$ cat config.mk
export PLATFORM = sky130hd
export DESIGN_NAME = ysyx_25040109_fetch_queue
export DESIGN_NICKNAME = d
export VERILOG_FILES = /design/src/rtl/ysyx_25040109_ifq_pkg.sv /design/src/rtl/ysyx_25040109_ifq_ram.sv /design/src/rtl/ysyx_25040109_fetch_queue.sv
export SDC_FILE = /design/constraint.sdc
export NUM_CORES = 1
export LEC_CHECK = 0
export ABC_CLOCK_PERIOD_IN_PS = 6850
export CORE_MARGIN = 5
export CORE_UTILIZATION = 40
export CTS_BUF_LIST = sky130_fd_sc_hd__clkbuf_4 sky130_fd_sc_hd__clkbuf_8
export CTS_CLUSTER_DIAMETER = 30
export DETAILED_ROUTE_END_ITERATION = 8
export GPL_TIMING_DRIVEN = 1
export SYNTH_ARGS = -nofsm -noshare
export SYNTH_HDL_FRONTEND = slang
export SYNTH_SLANG_ARGS = --single-unit
$ cat constraint.sdc
create_clock -name clk -period 6.85 [get_ports clk]
set_input_delay 1.37 -clock clk [delete_from_list [all_inputs] [get_ports clk]]
set_output_delay 1.37 -clock clk [all_outputs]
set_load 0.005 [all_outputs]
$ cat src/rtl/ysyx_25040109_ifq_pkg.sv
// Shared types and defaults for the instruction fetch queue.
// The IDU uses the same entry layout to unpack what the queue hands over.
//   IFQ_DATA_W / IFQ_PC_W : default instruction / fetch-address widths
//   ifq_entry_t           : {pc, inst, err} at the default widths
//   ifq_entry_w()         : packed entry width for arbitrary widths
package ysyx_25040109_ifq_pkg;

    localparam int unsigned IFQ_DATA_W = 32;
    localparam int unsigned IFQ_PC_W   = 32;

    typedef struct packed {
        logic [IFQ_PC_W-1:0]   pc;
        logic [IFQ_DATA_W-1:0] inst;
        logic                  err;
    } ifq_entry_t;

    function automatic int unsigned ifq_entry_w(int unsigned data_w, int unsigned pc_w);
        return data_w + pc_w + 1;
    endfunction

endpackage

$ cat src/rtl/ysyx_25040109_ifq_ram.sv
// Entry storage for the fetch queue: DEPTH x WIDTH register file.
//   clk   : clock
//   we    : write enable, writes wdata to mem[waddr] on the rising edge
//   waddr : write address
//   wdata : write data
//   raddr : asynchronous read address
//   rdata : asynchronous read data
// Contents are deliberately not reset; the queue pointers decide what is valid.
module ysyx_25040109_ifq_ram #(
    parameter int unsigned DEPTH = 4,
    parameter int unsigned WIDTH = 65,
    parameter int unsigned AW    = $clog2(DEPTH)
) (
    input  logic             clk,
    input  logic             we,
    input  logic [AW-1:0]    waddr,
    input  logic [WIDTH-1:0] wdata,
    input  logic [AW-1:0]    raddr,
    output logic [WIDTH-1:0] rdata
);

    logic [WIDTH-1:0] mem [DEPTH];

    always_ff @(posedge clk) begin
        if (we) begin
            mem[waddr] <= wdata;
        end
    end

    assign rdata = mem[raddr];

endmodule

$ cat src/rtl/ysyx_25040109_fetch_queue.sv
// Instruction fetch queue between instruction memory and the IDU.
//   clk, rst_n          : clock, asynchronous active-low reset
//   flush               : redirect, drops every queued entry and this cycle's beat
//   mem_valid/rdata/pc/err, ifq_ready_to_mem : memory-side handshake and beat
//   idu_ready, ifq_valid_to_idu, inst_ifq/pc_ifq/err_ifq : IDU-side handshake and head
//   ifq_count           : occupancy
// Memory-side ready depends only on occupancy so memory can keep prefetching
// while the IDU stalls. With BYPASS set, an empty queue hands the incoming beat
// straight to the IDU in the same cycle.
module ysyx_25040109_fetch_queue
    import ysyx_25040109_ifq_pkg::*;
#(
    parameter int unsigned DATA_W = IFQ_DATA_W,
    parameter int unsigned PC_W   = IFQ_PC_W,
    parameter int unsigned DEPTH  = 4,
    parameter int unsigned BYPASS = 1,
    parameter int unsigned CNT_W  = $clog2(DEPTH + 1)
) (
    input  logic              clk,
    input  logic              rst_n,
    input  logic              flush,
    input  logic              mem_valid,
    input  logic [DATA_W-1:0] mem_rdata,
    input  logic [PC_W-1:0]   mem_pc,
    input  logic              mem_err,
    output logic              ifq_ready_to_mem,
    input  logic              idu_ready,
    output logic              ifq_valid_to_idu,
    output logic [DATA_W-1:0] inst_ifq,
    output logic [PC_W-1:0]   pc_ifq,
    output logic              err_ifq,
    output logic [CNT_W-1:0]  ifq_count
);

    localparam int unsigned PTR_W     = $clog2(DEPTH);
    localparam int unsigned ENTRY_W   = ifq_entry_w(DATA_W, PC_W);
    localparam bit          BYPASS_EN = (BYPASS != 0);

    logic [PTR_W-1:0]   wr_ptr_q, wr_ptr_d;
    logic [PTR_W-1:0]   rd_ptr_q, rd_ptr_d;
    logic [CNT_W-1:0]   count_q, count_d;
    logic               empty, full;
    logic               mem_fire, idu_fire, bypass_hit, push, pop;
    logic [ENTRY_W-1:0] wdata, rdata;

    assign empty = (count_q == '0);
    assign full  = (count_q == CNT_W'(DEPTH));

    // No idu_ready term here: a full queue refuses even when the IDU pops.
    assign ifq_ready_to_mem = rst_n && !flush && !full;
    assign mem_fire         = mem_valid && ifq_ready_to_mem;
    assign bypass_hit       = BYPASS_EN && empty && mem_fire;
    assign ifq_valid_to_idu = !flush && (!empty || bypass_hit);
    assign idu_fire         = ifq_valid_to_idu && idu_ready;

    // A bypassed beat consumed in the same cycle never touches the storage.
    assign push = mem_fire && !(bypass_hit && idu_fire);
    assign pop  = idu_fire && !empty;

    assign wdata = {mem_pc, mem_rdata, mem_err};

    ysyx_25040109_ifq_ram #(
        .DEPTH (DEPTH),
        .WIDTH (ENTRY_W),
        .AW    (PTR_W)
    ) u_ram (
        .clk   (clk),
        .we    (push),
        .waddr (wr_ptr_q),
        .wdata (wdata),
        .raddr (rd_ptr_q),
        .rdata (rdata)
    );

    always_comb begin
        wr_ptr_d = wr_ptr_q;
        rd_ptr_d = rd_ptr_q;
        count_d  = count_q;
        if (flush) begin
            wr_ptr_d = '0;
            rd_ptr_d = '0;
            count_d  = '0;
        end else begin
            // DEPTH is a power of two, so pointers wrap by natural overflow.
            wr_ptr_d = wr_ptr_q + PTR_W'(push);
            rd_ptr_d = rd_ptr_q + PTR_W'(pop);
            count_d  = count_q + CNT_W'(push) - CNT_W'(pop);
        end
    end

    always_ff @(posedge clk or negedge rst_n) begin
        if (!rst_n) begin
            wr_ptr_q <= '0;
            rd_ptr_q <= '0;
            count_q  <= '0;
        end else begin
            wr_ptr_q <= wr_ptr_d;
            rd_ptr_q <= rd_ptr_d;
            count_q  <= count_d;
        end
    end

    always_comb begin
        pc_ifq   = '0;
        inst_ifq = '0;
        err_ifq  = 1'b0;
        if (!empty) begin
            {pc_ifq, inst_ifq, err_ifq} = rdata;
        end else if (BYPASS_EN) begin
            pc_ifq   = mem_pc;
            inst_ifq = mem_rdata;
            err_ifq  = mem_err;
        end
    end

    assign ifq_count = count_q;

endmodule

==> results.tsv, run 1 <==
stage	metric	value	unit
drt	# DRC	0	
setup_path	Crit path required time	5.48	ns
final_layout	share of post-route cells with drive strength above 1	33.3	%
floorplanning	Die Y	174	um
clocking	# clock sinks	267	
drt	vias after detailed routing	5136	
sta	Slew Limit Fails	0	
sta	worst hold margin	0.734	ns
clocking	CTS tree	yes	
floorplanning	die width	174	um
pwr	leakage	4.35	nW
worst_hold_path	hold path start	ifq_count[2]	
placement	dpl hpwl	11900	um
global_route	first-pass GRT wire length	32700	um
drt	mean routed wirelength per cell	20.8	um
outcome	status	completed	
clocking	Clock transition at path regs	0.06	ns
drt	Vias/cell	5.13	
worst_hold_path	Worst Hold Class	register to register	
yosys	Yosys reg bits	267	
final_layout	area of the multi-input gates	2580	sq um
setup_path	CP Launch Point	rd_ptr_q[1]	
yosys	Synth Net Count	528	
yosys	Mapped Avg Cell Area	23.6	sq um
yosys	post-synthesis sequential area ratio	74.6	%
setup_path	CP startpoint kind	register	
floorplanning	core area	26200	sq um
global_route	largest net degree at the start of global routing	66	
setup_path	Critical Path, Cell by Cell	buf_4 > mux4_2 > mux2_2 > clkdlybuf4s50_1	
setup_path	crit path max fanout	34	
sta	final hold viol count	0	
sta	final worst-path cycle share	68.1	%
floorplanning	die area	30100	sq um
clocking	Resized cells post-CTS	0	
floorplanning	Rows	59	
clocking	Clock Latency Late Sink	0.54	ns
final_layout	Nets	704	
global_route	number of global-route vias before repair	5774	
flow_run	maxcap violations	0	
placement	gpl congestion	0.719	
yosys	Ys Warns	0	
setup_path	slowest CP cell	dfrtp_2	
sta	clk_skew	0.0117	ns
placement	port buffer count	139	
final_layout	Reg area	7990	sq um
clocking	Post-CTS Setup Inserts	0	
yosys	Post-Syn Instances	453	
final_layout	# diodes	0	
sta	post-layout minimum cycle time	4.67	ns
final_layout	layout filler cell count	2041	
global_route	total track usage	13.8	%
pwr	Worst VDD drop	0.303	mV
sta	Fin Setup TNS	0	ns
yosys	count of cell types in the netlist	26	
pwr	PD cells	340	nW/um^2
final_layout	post-route cell area	13500	sq um
drt	Iteration-0 DRC Markers	233	
global_route	GR Overflow Total	0	
drt	First-pass DRT Iterations	4	
floorplanning	I/O Pins	140	
placement	Placed Area	12500	sq um
setup_path	crit end category	output pin	
setup_path	WS Path Type	register to output pin	
setup_path	Reg-to-Reg Start	ifq_count[1]	
clocking	CTS Buffer Depth	3	
final_layout	Area Growth Syn to Fin	26.1	%
clocking	CTS Hold Buffers Added	0	
sta	RSZ-0062 raised after global routing	no	
clocking	CTS buffer count	48	
clocking	H-tree Lvls	2	
sta	slew margin rel.	27.9	%
global_route	antenna violations before repair	0	
sta	worst slew pin tran	1.08	ns
sta	fmax	214	MHz
drt	post-route ant nets	0	
setup_path	Critical Path Max Stage Delay	0.95	ns
setup_path	Worst EP arrival	3.30	ns
clocking	CTS Root Cell	clkbuf_8	
floorplanning	Starting Density	40.8	%
sta	final setup vio count	0	
drt	Routed WL	20800	um
yosys	Mapped Area	10700	sq um
==> through the flow <==
step,util [%],power [mW],setup WS [ns],cells
floorplan,-,2.60,1.51,453
global placement,47.6,3.10,2.42,914
detailed placement,47.6,3.11,2.29,914
CTS,51.5,4.66,2.09,1001
global route,51.5,4.81,1.99,1001
finish,51.5,4.58,2.18,1001
==> power by group <==
part / switching [mW] / total, mW / internal (mW)
Clock: 0.625 / 1.53 / 0.905
Sequential: 0.0214 / 1.86 / 1.84
Combinational: 0.451 / 1.19 / 0.743
==> Yosys cell counts, drive strengths merged <==
cell       n  share of area [%]
nand3      1              0.047
mux4      65                 14
nor3b      2               0.14
or3        1               0.11
fa         1               0.19
inv        3               0.11
dfrtp      7                1.6
xor2       1              0.082
and2       1              0.058
mux2      65                7.9
nor2       6               0.21
nand2      1              0.035
a21oi      1              0.047
clkbuf     4               0.14
ha         4               0.47
o2111ai    1              0.082
edfxtp   260                 73
nor3       2              0.094
buf       18                1.4
nand2b     1              0.058
or3b       1              0.082
nor2b      4               0.23
xnor2      3               0.25
==> cell type report <==
cell class              count  share of cell area [%]
flip-flops and latches    267                    59.2
clock buffers              57                    5.44
multi-input cells         161                    19.1
repair buffers            148                    11.0
well taps                 335                    3.11
inverters                   3                  0.0834
clock inverters            30                    2.08
==> kinds of logic (layout without fill, tap and decap cells) <==
kind of cell,Yosys count,in the layout,synth area share [%]
AND/OR/NAND/NOR,20,20,1.06
AO/OA/AOI/OAI,2,2,0.129
adder cells (fa/ha/maj),5,5,0.655
XOR/XNOR,4,4,0.327
buffers and inverters,25,238,1.68
flip-flops,267,267,74.6
multiplexers,130,130,21.6
==> worst max-delay path, delay by kind of cell (launching register included) <==
kind     cells  cell delay [ns]
buf+inv      2             1.04
flops        1             0.95
mux          2             0.71
==> routing by layer <==
metal | wire length, um | up-vias | global-route usage [%]
met5 | 0 | - | 0
met4 | 323 | 0 | 3.93
met3 | 1430 | 31 | 4.34
met2 | 9980 | 160 | 22.4
met1 | 9070 | 2673 | 18.3
li1 | - | 2272 | -
==> cells in the final DEF (no fill, tap or decap), drive strengths merged <==
cell,n
dfrtp,7
xor2,1
fa,1
or3,1
o2111ai,1
mux2,65
ha,4
nor2,6
inv,4
edfxtp,260
clkdlybuf4s50,139
nor3,2
nand3,1
a21oi,1
nor2b,4
xnor2,3
nor3b,2
and2,1
mux4,65
nand2b,1
clkinvlp,5
buf,9
clkbuf,57
clkinv,19
nand2,1
or3b,1
bufinv,5
==> state kept, by name, summed over array words and instances, names as in the netlist <==
signal,flops
wr_ptr_q,2
u_ram.mem,260
rd_ptr_q,2
ifq_count,3
==> path summary, 6_finish.rpt <==
path | endpoint | slack [ns] | depth (start not counted)
setup / recovery | pc_ifq[18] | 2.18 | 4
hold / removal | ifq_count[2] | 0.73 | 3
setup reg to reg | ifq_count[2] | 3.40 | 9
hold reg to reg | ifq_count[2] | 0.73 | 3
max in group asynchronous | rd_ptr_q[0] | 5.47 | 1
min in group asynchronous | ifq_count[2] | 1.10 | 1
(Power assumes the default switching activity.)
==> inputs of run 2 (changes only) <==
ABC_CLOCK_PERIOD_IN_PS = 4300   (was 6850)
clock period = 4.3 ns   (was 6.85 ns; I/O delays follow)
==> run 2 against run 1 <==
Against the previous run: sequential share of layout area is 0.55 points lower; critical path type unchanged; die area stayed put; count of clock-buffer cells in the layout increased by 7; hold slack worse by 0.15 ns; final area increased by 0.96%; critical endpoint is now pc_ifq[31]; largest cell class unchanged; largest power group unchanged; sequential cell count unchanged.
==> results.tsv, run 2 (synthesis results as in run 1) <==
stage	metric	value	unit	change
sta	min setup slack post-route	0.608	ns	-1.57 ns
pwr	Internal	5.70	mW	+63%
floorplanning	I/O Pins	140		unchanged
setup_path	WS Path Type	register to output pin		
pwr	Clk network pwr share	34.6	%	+1.2 points
sta	worst slew pin tran	0.991	ns	-0.0900 ns
sta	final setup vio count	0		unchanged
floorplanning	core area	26200	sq um	unchanged
drt	mean routed wirelength per cell	20.7	um	-0.44%
setup_path	Critical Path Max Stage Delay	0.55	ns	-0.40 ns
final_layout	Area Growth Syn to Fin	27.3	%	
setup_path	Worst EP arrival	2.83	ns	-0.47 ns
drt	vias after detailed routing	5159		+0.45%
pwr	PD cells	550	nW/um^2	+62%
final_layout	Largest register FFs	260		unchanged
clocking	Clock Latency Late Sink	0.55	ns	about the same
clocking	CTS Hold Buffers Added	0		unchanged
final_layout	share of post-route cells with drive strength above 1	34.7	%	+1.4 points
setup_path	Critical Path, Cell by Cell	or3_4 > buf_12 > mux2_2 > clkdlybuf4s50_1		
sta	clk_skew	0.0127	ns	+0.000952 ns
worst_hold_path	Worst Hold Class	primary input to async pin		
setup_path	CP Depth	4		unchanged
clocking	CTS Root Cell	clkbuf_8		
placement	dpl hpwl	12300	um	+3.1%
flow_run	maxcap violations	0		unchanged
setup_path	Worst Path Buf+Inv	2		unchanged
clocking	# clock sinks	267		unchanged
placement	gpl congestion	0.704		-2.2%
pwr	leakage	4.43	nW	+1.8%
pwr	Seq pwr share	39.6	%	-1.0 points
pwr	Sw Share	23.9	%	about the same
clocking	Resized cells post-CTS	0		unchanged
final_layout	Largest Register	u_ram.mem		
sta	final hold viol count	0		unchanged
sta	worst hold margin	0.589	ns	-0.145 ns
final_layout	# diodes	0		unchanged
clocking	CTS buffer count	52		+8.3%
clocking	Clock transition at path regs	0.05	ns	about the same
final_layout	most common cell after layout, fill and taps aside	edfxtp_1		
global_route	total track usage	14.0	%	+0.12 points
floorplanning	die area	30100	sq um	unchanged
drt	Vias/cell	5.10		-0.64%
setup_path	crit path max fanout	37		+8.8%
outcome	status	completed		
pwr	Tot Pwr	7.49	mW	+63%
pwr	Worst VDD drop	0.532	mV	+76%
setup_path	Crit path required time	3.44	ns	-2.04 ns
sta	fmax	271	MHz	
global_route	antenna violations before repair	1		+1
floorplanning	die width	174	um	unchanged
drt	# DRC	0		unchanged
setup_path	slowest CP cell	or3_4		
setup_path	crit end category	output pin		
floorplanning	Die Y	174	um	unchanged
global_route	GR Overflow Total	0		unchanged
drt	Iteration-0 DRC Markers	190		-18%
sta	slew margin rel.	33.9	%	+6.0 points
pwr	P_sw	1.79	mW	+64%
global_route	first-pass GRT wire length	33200	um	+1.4%
floorplanning	Rows	59		unchanged
sta	Slew Limit Fails	0		unchanged
placement	Place WS	0.362	ns	-1.93 ns
final_layout	Nets	711		+0.99%
drt	post-route ant nets	0		unchanged
floorplanning	Starting Density	40.8	%	unchanged
clocking	CTS tree	yes		
sta	final worst-path cycle share	85.9	%	
drt	Routed WL	20900	um	+0.66%
clocking	H-tree Lvls	2		unchanged
clocking	CTS Buffer Depth	3		unchanged
sta	RSZ-0062 raised after global routing	no		
setup_path	Worst R2R Path Depth	9		unchanged
clocking	Post-CTS Setup Inserts	0		unchanged
pwr	Comb pwr share	25.8	%	-0.3 points
drt	First-pass DRT Iterations	4		unchanged
global_route	number of global-route vias before repair	5967		+3.3%
global_route	largest net degree at the start of global routing	40		-39%
placement	port buffer count	139		unchanged
final_layout	most frequent cells in the layout	edfxtp_1 (260), clkdlybuf4s50_1 (139), mux4_2 (65)		
setup_path	family with the most delay on the worst path	buffers and inverters		
setup_path	CP startpoint kind	register		
sta	post-layout minimum cycle time	3.69	ns	
run 2: path summary, 6_finish.rpt:
check	slack, ns	from	to
worst max-delay path	0.61	ifq_count[1]	pc_ifq[31]
worst min-delay path	0.59	rst_n	ifq_count[1]
worst max register to register	0.89	ifq_count[1]	ifq_count[2]
worst min register to register	0.75	wr_ptr_q[1]	wr_ptr_q[1]
max in group asynchronous	3.42	rst_n	rd_ptr_q[1]
min in group clk	0.75	wr_ptr_q[1]	wr_ptr_q[1]
run 2: per-layer routing:
layer / part of all wire, % / track usage [%] / wire [um] / vias to the layer above
met2: 48 / 22.3 / 10100 / 152
met3: 6.5 / 4.58 / 1360 / 32
met1: 43 / 18.4 / 9100 / 2683
met5: 0.096 / 0 / 20 / -
li1: - / - / - / 2290
met4: 1.6 / 4.22 / 342 / 2
run 2: worst register-to-register path, stage by stage (launching register included):
cell and delay (ns):
dfrtp_1 0.46, or3_4 0.65, o2111ai_1 0.91, ha_1 0.38, inv_1 0.06, ha_1 0.14
inv_1 0.05, fa_1 0.41, xnor2_1 0.18, nor2_1 0.05
run 2: power by group through the flow:
| stage | Sequential, mW | Combinational [mW] | Clock [mW] |
|---|---|---|---|
| 2_1_floorplan | 3.01 | 1.13 | 0 |
| 3_3_place_gp | 3.01 | 1.96 | 0 |
| 3_5_place_dp | 3.02 | 1.98 | 0 |
| 4_1_cts | 2.97 | 1.98 | 2.67 |
| 5_1_grt | 2.97 | 2.08 | 2.81 |
| 6_report | 2.96 | 1.94 | 2.59 |
run 2: layout make-up:
type                            count  area, sq um
Clock buffer                       64          818
Clock inverter                     31          289
Fill cell                        2055        12600
Inverter                            3         11.3
Multi-Input combinational cell    161         2580
Sequential cell                   267         7990
Tap cell                          335          419
Timing Repair Buffer              151         1520
run 2: per-stage QoR:
step           instance area (sq um)  instances  TNS [ns]  utilization [%]
6_report                       13600       1012         0             52.0
5_1_grt                        13600       1012         0             52.0
4_1_cts                        13600       1012         0             52.0
3_5_place_dp                   12500        917         0             47.8
3_3_place_gp                   12500        917         0             47.8
2_1_floorplan                  10700        453    -66.25                -
